==> src/rtl/memory_stage_if.sv <==
// rtl/memory_stage_if.sv - execute/data-bus/writeback signal bundle for memory_stage
// Purpose: groups every memory_stage port except clk/resetn.
//   slave  : the stage itself (consumes execute + data bus + ready_i, drives done/fwd/writeback)
//   master : the environment (execute stage, data bus, writeback stage)
// Ports (all in the bundle):
//   data_data_ok, data_rdata                 data bus response
//   valid_i, pc_i, inst_i, ctrl_i, result_i  execute outputs
//   eaddr_i, rdata2_i, waddr_i               execute outputs
//   ready_i                                  writeback accepts
//   done_o, fwd_addr, fwd_data, fwd_ok       stage status / forwarding
//   valid_o, pc_o, inst_o, ctrl_o, result_o, waddr_o  registered toward writeback
// Control bit positions come from the shared `I_* definitions below.

`ifndef I_MAX
`define I_MAX   9
`define I_MEM_R 0
`define I_MEM_W 1
`define I_LB    2
`define I_LBU   3
`define I_LH    4
`define I_LHU   5
`define I_LW    6
`define I_LWL   7
`define I_LWR   8
`endif

interface memory_stage_if;
  logic              data_data_ok;
  logic [31:0]       data_rdata;
  logic              valid_i;
  logic [31:0]       pc_i;
  logic [31:0]       inst_i;
  logic [`I_MAX-1:0] ctrl_i;
  logic [31:0]       result_i;
  logic [31:0]       eaddr_i;
  logic [31:0]       rdata2_i;
  logic [4:0]        waddr_i;
  logic              ready_i;
  logic              done_o;
  logic [4:0]        fwd_addr;
  logic [31:0]       fwd_data;
  logic              fwd_ok;
  logic              valid_o;
  logic [31:0]       pc_o;
  logic [31:0]       inst_o;
  logic [`I_MAX-1:0] ctrl_o;
  logic [31:0]       result_o;
  logic [4:0]        waddr_o;

  modport slave (
    input  data_data_ok, data_rdata, valid_i, pc_i, inst_i, ctrl_i, result_i,
           eaddr_i, rdata2_i, waddr_i, ready_i,
    output done_o, fwd_addr, fwd_data, fwd_ok,
           valid_o, pc_o, inst_o, ctrl_o, result_o, waddr_o
  );

  modport master (
    output data_data_ok, data_rdata, valid_i, pc_i, inst_i, ctrl_i, result_i,
           eaddr_i, rdata2_i, waddr_i, ready_i,
    input  done_o, fwd_addr, fwd_data, fwd_ok,
           valid_o, pc_o, inst_o, ctrl_o, result_o, waddr_o
  );
endinterface

==> src/rtl/memory_stage.sv <==
// rtl/memory_stage.sv - memory pipeline stage: waits for data response, aligns loads, registers to writeback
// Purpose: sits after execute. For memory ops it waits for data_data_ok (one outstanding
//   request), captures the read data if writeback stalls, extracts LB/LBU/LH/LHU/LW/LWL/LWR,
//   and registers the result toward writeback. Exposes done_o and forwarding.
// Ports:
//   clk     in  clock, posedge
//   resetn  in  synchronous reset, active low
//   bus     memory_stage_if.slave (execute inputs, data bus, ready_i, done/fwd, writeback outputs)
// Configuration macro: MEM_LOAD_FWD_EN - when defined, loads forward in their data_data_ok/HOLD
//   cycle; otherwise loads forward only from writeback.

`ifndef I_MAX
`define I_MAX   9
`define I_MEM_R 0
`define I_MEM_W 1
`define I_LB    2
`define I_LBU   3
`define I_LH    4
`define I_LHU   5
`define I_LW    6
`define I_LWL   7
`define I_LWR   8
`endif

module memory_stage (
  input  logic           clk,
  input  logic           resetn,
  memory_stage_if.slave  bus
);
  typedef enum logic [1:0] {S_IDLE = 2'd0, S_WAIT = 2'd1, S_HOLD = 2'd2} state_t;

  state_t      state;
  logic        done;
  logic [31:0] hold_data;

  logic        mem_op;
  logic        valid;
  logic        done_now;
  logic [31:0] r;
  logic [31:0] rt;
  logic [1:0]  o;
  logic [7:0]  b;
  logic [15:0] h;
  logic [31:0] final_data;
  logic        unused_eaddr;

  assign mem_op   = bus.ctrl_i[`I_MEM_R] | bus.ctrl_i[`I_MEM_W];
  // done blocks a second launch of the same instruction while writeback stalls
  assign valid    = bus.valid_i & ~done;
  assign done_now = ~mem_op | bus.data_data_ok | (state == S_HOLD);
  assign r        = (state == S_HOLD) ? hold_data : bus.data_rdata;
  assign rt       = bus.rdata2_i;
  assign o        = bus.eaddr_i[1:0];
  assign h        = o[1] ? r[31:16] : r[15:0];
  assign unused_eaddr = ^bus.eaddr_i[31:2];

  always_comb begin
    b = r[7:0];
    case (o)
      2'd0: b = r[7:0];
      2'd1: b = r[15:8];
      2'd2: b = r[23:16];
      2'd3: b = r[31:24];
      default: b = r[7:0];
    endcase
  end

  always_comb begin
    final_data = bus.result_i;
    if (bus.ctrl_i[`I_LB])       final_data = {{24{b[7]}}, b};
    else if (bus.ctrl_i[`I_LBU]) final_data = {24'd0, b};
    else if (bus.ctrl_i[`I_LH])  final_data = {{16{h[15]}}, h};
    else if (bus.ctrl_i[`I_LHU]) final_data = {16'd0, h};
    else if (bus.ctrl_i[`I_LW])  final_data = r;
    else if (bus.ctrl_i[`I_LWL]) begin
      case (o)
        2'd0: final_data = {r[7:0],  rt[23:0]};
        2'd1: final_data = {r[15:0], rt[15:0]};
        2'd2: final_data = {r[23:0], rt[7:0]};
        default: final_data = r;
      endcase
    end else if (bus.ctrl_i[`I_LWR]) begin
      case (o)
        2'd0: final_data = r;
        2'd1: final_data = {rt[31:24], r[31:8]};
        2'd2: final_data = {rt[31:16], r[31:16]};
        default: final_data = {rt[31:8], r[31:24]};
      endcase
    end
  end

  assign bus.done_o   = done_now;
  assign bus.fwd_addr = {5{bus.valid_i}} & bus.waddr_i;
  assign bus.fwd_data = final_data;
`ifdef MEM_LOAD_FWD_EN
  assign bus.fwd_ok   = bus.valid_i & done_now;
`else
  // keeps data_rdata out of the forwarding-mux timing path
  assign bus.fwd_ok   = bus.valid_i & done_now & ~bus.ctrl_i[`I_MEM_R];
`endif

  always_ff @(posedge clk) begin
    if (!resetn) begin
      state        <= S_IDLE;
      done         <= 1'b0;
      hold_data    <= 32'd0;
      bus.valid_o  <= 1'b0;
      bus.pc_o     <= 32'd0;
      bus.inst_o   <= 32'd0;
      bus.ctrl_o   <= '0;
      bus.result_o <= 32'd0;
      bus.waddr_o  <= 5'd0;
    end else begin
      case (state)
        // data_data_ok with no request in flight is ignored here
        S_IDLE: if (valid & mem_op) begin
          if (!bus.data_data_ok) begin
            state <= S_WAIT;
          end else if (!bus.ready_i) begin
            state     <= S_HOLD;
            hold_data <= bus.data_rdata;
          end
        end
        S_WAIT: if (bus.data_data_ok) begin
          if (bus.ready_i) begin
            state <= S_IDLE;
          end else begin
            state     <= S_HOLD;
            hold_data <= bus.data_rdata;
          end
        end
        S_HOLD: if (bus.ready_i) state <= S_IDLE;
        default: state <= S_IDLE;
      endcase

      if (bus.ready_i)                       done <= 1'b0;
      else if (bus.valid_i & done_now)       done <= 1'b1;

      if (bus.ready_i) begin
        bus.valid_o  <= bus.valid_i & done_now;
        bus.pc_o     <= bus.pc_i;
        bus.inst_o   <= bus.inst_i;
        bus.ctrl_o   <= bus.ctrl_i;
        bus.result_o <= final_data;
        bus.waddr_o  <= bus.waddr_i;
      end
    end
  end
endmodule

==> src/flat_wrapper.sv <==
// flat-port wrapper written by rule: the top's interface ports become plain ports
module memory_stage_flat 
  (clk, resetn, bus_data_data_ok, bus_data_rdata, bus_valid_i, bus_pc_i, bus_inst_i, bus_ctrl_i, bus_result_i, bus_eaddr_i, bus_rdata2_i, bus_waddr_i, bus_ready_i, bus_done_o, bus_fwd_addr, bus_fwd_data, bus_fwd_ok, bus_valid_o, bus_pc_o, bus_inst_o, bus_ctrl_o, bus_result_o, bus_waddr_o);
  memory_stage_if bus_i ();
  input  logic clk;
  input  logic resetn;
  input wire logic [$bits(bus_i.data_data_ok)-1:0] bus_data_data_ok;
  input wire logic [$bits(bus_i.data_rdata)-1:0] bus_data_rdata;
  input wire logic [$bits(bus_i.valid_i)-1:0] bus_valid_i;
  input wire logic [$bits(bus_i.pc_i)-1:0] bus_pc_i;
  input wire logic [$bits(bus_i.inst_i)-1:0] bus_inst_i;
  input wire logic [$bits(bus_i.ctrl_i)-1:0] bus_ctrl_i;
  input wire logic [$bits(bus_i.result_i)-1:0] bus_result_i;
  input wire logic [$bits(bus_i.eaddr_i)-1:0] bus_eaddr_i;
  input wire logic [$bits(bus_i.rdata2_i)-1:0] bus_rdata2_i;
  input wire logic [$bits(bus_i.waddr_i)-1:0] bus_waddr_i;
  input wire logic [$bits(bus_i.ready_i)-1:0] bus_ready_i;
  output wire logic [$bits(bus_i.done_o)-1:0] bus_done_o;
  output wire logic [$bits(bus_i.fwd_addr)-1:0] bus_fwd_addr;
  output wire logic [$bits(bus_i.fwd_data)-1:0] bus_fwd_data;
  output wire logic [$bits(bus_i.fwd_ok)-1:0] bus_fwd_ok;
  output wire logic [$bits(bus_i.valid_o)-1:0] bus_valid_o;
  output wire logic [$bits(bus_i.pc_o)-1:0] bus_pc_o;
  output wire logic [$bits(bus_i.inst_o)-1:0] bus_inst_o;
  output wire logic [$bits(bus_i.ctrl_o)-1:0] bus_ctrl_o;
  output wire logic [$bits(bus_i.result_o)-1:0] bus_result_o;
  output wire logic [$bits(bus_i.waddr_o)-1:0] bus_waddr_o;
  assign bus_i.data_data_ok = bus_data_data_ok;
  assign bus_i.data_rdata = bus_data_rdata;
  assign bus_i.valid_i = bus_valid_i;
  assign bus_i.pc_i = bus_pc_i;
  assign bus_i.inst_i = bus_inst_i;
  assign bus_i.ctrl_i = bus_ctrl_i;
  assign bus_i.result_i = bus_result_i;
  assign bus_i.eaddr_i = bus_eaddr_i;
  assign bus_i.rdata2_i = bus_rdata2_i;
  assign bus_i.waddr_i = bus_waddr_i;
  assign bus_i.ready_i = bus_ready_i;
  assign bus_done_o = bus_i.done_o;
  assign bus_fwd_addr = bus_i.fwd_addr;
  assign bus_fwd_data = bus_i.fwd_data;
  assign bus_fwd_ok = bus_i.fwd_ok;
  assign bus_valid_o = bus_i.valid_o;
  assign bus_pc_o = bus_i.pc_o;
  assign bus_inst_o = bus_i.inst_o;
  assign bus_ctrl_o = bus_i.ctrl_o;
  assign bus_result_o = bus_i.result_o;
  assign bus_waddr_o = bus_i.waddr_o;
  memory_stage u_core (.clk(clk), .resetn(resetn), .bus(bus_i));
endmodule
==> config.mk <==
export PLATFORM = sky130hd
export DESIGN_NAME = memory_stage_flat
export DESIGN_NICKNAME = d
export VERILOG_FILES = /design/src/rtl/memory_stage_if.sv /design/src/rtl/memory_stage.sv /design/src/flat_wrapper.sv
export SDC_FILE = /design/constraint.sdc
export NUM_CORES = 1
export LEC_CHECK = 0
export BUFFER_PORTS_ARGS = -buffer_cell sky130_fd_sc_hd__clkbuf_2
export CORE_ASPECT_RATIO = 0.6
export CORE_MARGIN = 4
export CORE_UTILIZATION = 49
export CTS_CLUSTER_SIZE = 8
export DETAILED_ROUTE_END_ITERATION = 8
export PLACE_DENSITY_LB_ADDON = 0.3
export SLEW_MARGIN = 20
export SYNTH_ARGS = -nofsm -noshare
export SYNTH_HDL_FRONTEND = slang
export SYNTH_SLANG_ARGS = --single-unit
==> constraint.sdc <==
create_clock -name clk -period 3.1 [get_ports clk]
set_input_delay 0.62 -clock clk [delete_from_list [all_inputs] [get_ports clk]]
set_output_delay 0.62 -clock clk [all_outputs]
set_load 0.05 [all_outputs]
==> metrics.txt <==
first-pass GRT wire length=between 50000 and 60000 microns; worst vdd ir=0.325 mV; Avg Cell Area, Syn=between 8 and 9 sq um; Crit Path Category=register to output port; max incr delay on CP=about 0.52 ns; Port Buf Inserts=330; post-synthesis net count=~1200; R2R setup slack=0.62 ns; Worst-Margin Slew=0.655 ns; Setup violations, final=24; CORE AREA=around 0.017 sq mm; Via density=6.04; Layout Cells excl Fill=~1700; TritonRoute pass-1 iters=6; status=finished, violations left; Initial Util=between 50% and 60%; post-synthesis cell count=approximately 1000; Area contributors post-synth=dfxtp_1, mux2i_1, nor2b_1; violation count after the first detailed-route iteration=about 1300; initial antenna violation count=1; crit path max-delay cell type=mux4_2; Layout Nets=around 1600; Leakage=5.98 nW; R2R cell count=12; failing checks=setup timing; Max Fclk=306 MHz; fraction of layout cells with a size suffix above 1=approximately 46%; Hold Path Depth=2; Slew Limit Fails=0; Die W=roughly 180 microns; die area=0.0195 sq mm; final worst setup slack=-0.165 ns; chip height=110 microns; hpwl dp=roughly 27000 microns; hold endpoint=u_core.state[0]; leading area contributor after synthesis=dfxtp_1; cell count after placement=approximately 1600; wire length on met3=5070 microns; met2 wire len=roughly 17000 microns; Hold Crit Start=bus_data_data_ok; Primary FF master, synth=dfxtp_1; CTS tree=done; later-pin clock latency in the skew report=about 0.44 ns; CP top delay family=multiplexers; asr flop ratio synth=0%; P&R area growth vs syn=57.0%; final count of hold timing violations=0; ANT nets after route=0; CP Buf/Inv Count=4; DR WL/cell=~23 microns; CTS buffer count=17; htree depth=4; GR Overflow Total=0; Synth Cell Area=between 0.008 and 0.009 sq mm; part of the cycle the worst path needs=105%; DR top layer=met5; Clock Sinks=approximately 150; clock-pin slew on the worst setup and hold paths=around 0.06 ns; total power=0.00632 W; distinct cell type count after synthesis=slightly above 60; Seq cells post-synth=approximately 150; worst-path fanout max=5; Setup Skew=roughly 0.011 ns; reg-to-reg endpoint=u_core.bus.result_o[4]; minimum clock period=between 3 and 4 ns; most common cell after layout, fill and taps aside=clkbuf_2; Clock Tree Root=clkbuf_16; CP Capture Type=output port; vias in the first global route=just under 10000; Hold-fix buffers, CTS=0; yosys warns=0; worst endpoint required time=2.48 ns; via count=9999; diode count=0; critical path startpoint category=register; RSZ-0062 raised after global routing=true; post-synthesis sequential area ratio=34.6%; cells along the critical path=nand2b_4, buf_6, buf_16, mux2i_4, mux4_2, a222oi_1, buf_4, buf_12; Worst Hold Class=primary input to register; top cell type's share of synthesized area=between 30% and 40%; most frequent cells in the layout=clkbuf_2, dfxtp_1, buf_4; Post-synth EDFFs=0; GRT Util Overall=a little under two fifths; remaining routing DRC violations=0; Placer Congestion=between 0.9 and 1; M1 wire length=between 10000 and 15000 microns; maximum root-to-sink buffer count=2; FP Rows=36; maxcap violations=0; largest net degree at the start of global routing=between 70 and 80; slew margin rel.=between 50 and 60%; R2R Path Start=u_core.state[0]; Routed WL=between 30000 and 40000 microns; CP arrival=around 2.7 ns; PwrDens=~480 mW/mm^2; io pins=roughly 360
## worst register-to-register path, cell delays in order, from the launching register on
cell      delay, ns
dfxtp_2        0.32
nand2b_4       0.20
buf_6          0.17
buf_16         0.15
mux2i_1        0.12
buf_4          0.16
mux4_2         0.51
a222oi_1       0.23
buf_4          0.19
buf_4          0.11
buf_4          0.09
mux2i_1        0.06
nor2b_1        0.12
## state kept, by name, summed over array words and instances, names as in the netlist
signal and count:
u_core.done 1, u_core.bus.ctrl_o 9, u_core.bus.waddr_o 5, u_core.bus.pc_o 32, u_core.hold_data 32, u_core.bus.valid_o 1, u_core.bus.result_o 32, u_core.bus.inst_o 32
u_core.state 2
## cells by family after synthesis
logic type	Yosys count	synth area share, %
muxes	133	17.3
buffers and inverters	96	5.07
DFF	146	34.6
AOI/OAI and AO/OA	280	23.1
and+or+nand+nor	343	20.0
## where the power goes
group / internal, W / switching, W
registers: 0.00198 / 0.0000617
logic: 0.000841 / 0.00134
clock network: 0.00108 / 0.00101
## metal layers
layer | vias to the layer above | track usage [%]
met5 | - | 0
met3 | 152 | 14.4
met1 | 4701 | 46.5
li1 | 4480 | -
met2 | 664 | 57.1
met4 | 2 | 14.8
## cell usage after synthesis, drive strengths merged (5+ instances only)
library cell / number
dfxtp: 146
nand2: 136
mux2i: 116
nor2b: 86
clkbuf: 61
o21ai: 61
nor2: 40
a21oi: 37
a21boi: 36
buf: 24
nand3: 24
a31oi: 20
and2: 17
o211ai: 12
a22oi: 10
inv: 10
o22ai: 10
a2111oi: 9
mux4: 9
nand2b: 9
mux2: 8
nor3: 8
o221ai: 8
a32oi: 7
a41oi: 7
or2: 7
a211oi: 6
and3: 5
o311ai: 5
o31a: 5
## how the worst max path moves through the flow
stage,slack [ns],startpoint,endpoint,cells after the start
finish,-0.17,u_core.state[0],bus_fwd_data[1],8
CTS,-0.14,u_core.state[0],bus_fwd_data[18],12
global placement,-0.07,bus_eaddr_i[1],bus_fwd_data[14],9
global route,-0.23,u_core.state[0],bus_fwd_data[1],8
floorplan,-0.20,u_core.state[0],bus_fwd_data[1],6
detailed placement,-0.07,u_core.state[0],bus_fwd_data[23],8
## final cells by class
type / instances / area (sq um)
clock buffers: 17 / 425
clock inverters: 15 / 159
fillers: 1138 / 3310
inverters: 11 / 45.0
multi-input cells: 757 / 5920
flip-flops and latches: 146 / 2930
well taps: 228 / 285
repair buffers: 481 / 3510
## timing repair
item / 4_1_cts / 5_1_grt
setup buffers: 21 / 9
hold endpoints to repair: 0 / 0
pin swaps: 19 / 18
cloned: 7 / 1
gates resized for setup: 144 / 63
endpoints found under the setup margin: 32 / 31
## per-stage QoR
| step | setup WS, ns | hold WS, ns | cell area (sq um) | util (%) | TNS, ns |
|---|---|---|---|---|---|
| after global placement | -0.0720 | 0.448 | 11300 | 68.2 | -0.777 |
| after detailed placement | -0.0728 | 0.456 | 11300 | 68.2 | -0.711 |
| after global routing | -0.230 | 0.389 | 13300 | 80.0 | -3.59 |
| after CTS | -0.138 | 0.372 | 12900 | 77.9 | -2.00 |
| final | -0.165 | 0.397 | 13300 | 80.0 | -2.42 |
| after floorplan | -0.195 | 0.421 | 8490 | - | -0.540 |
Power figures use the tool's default switching activity.
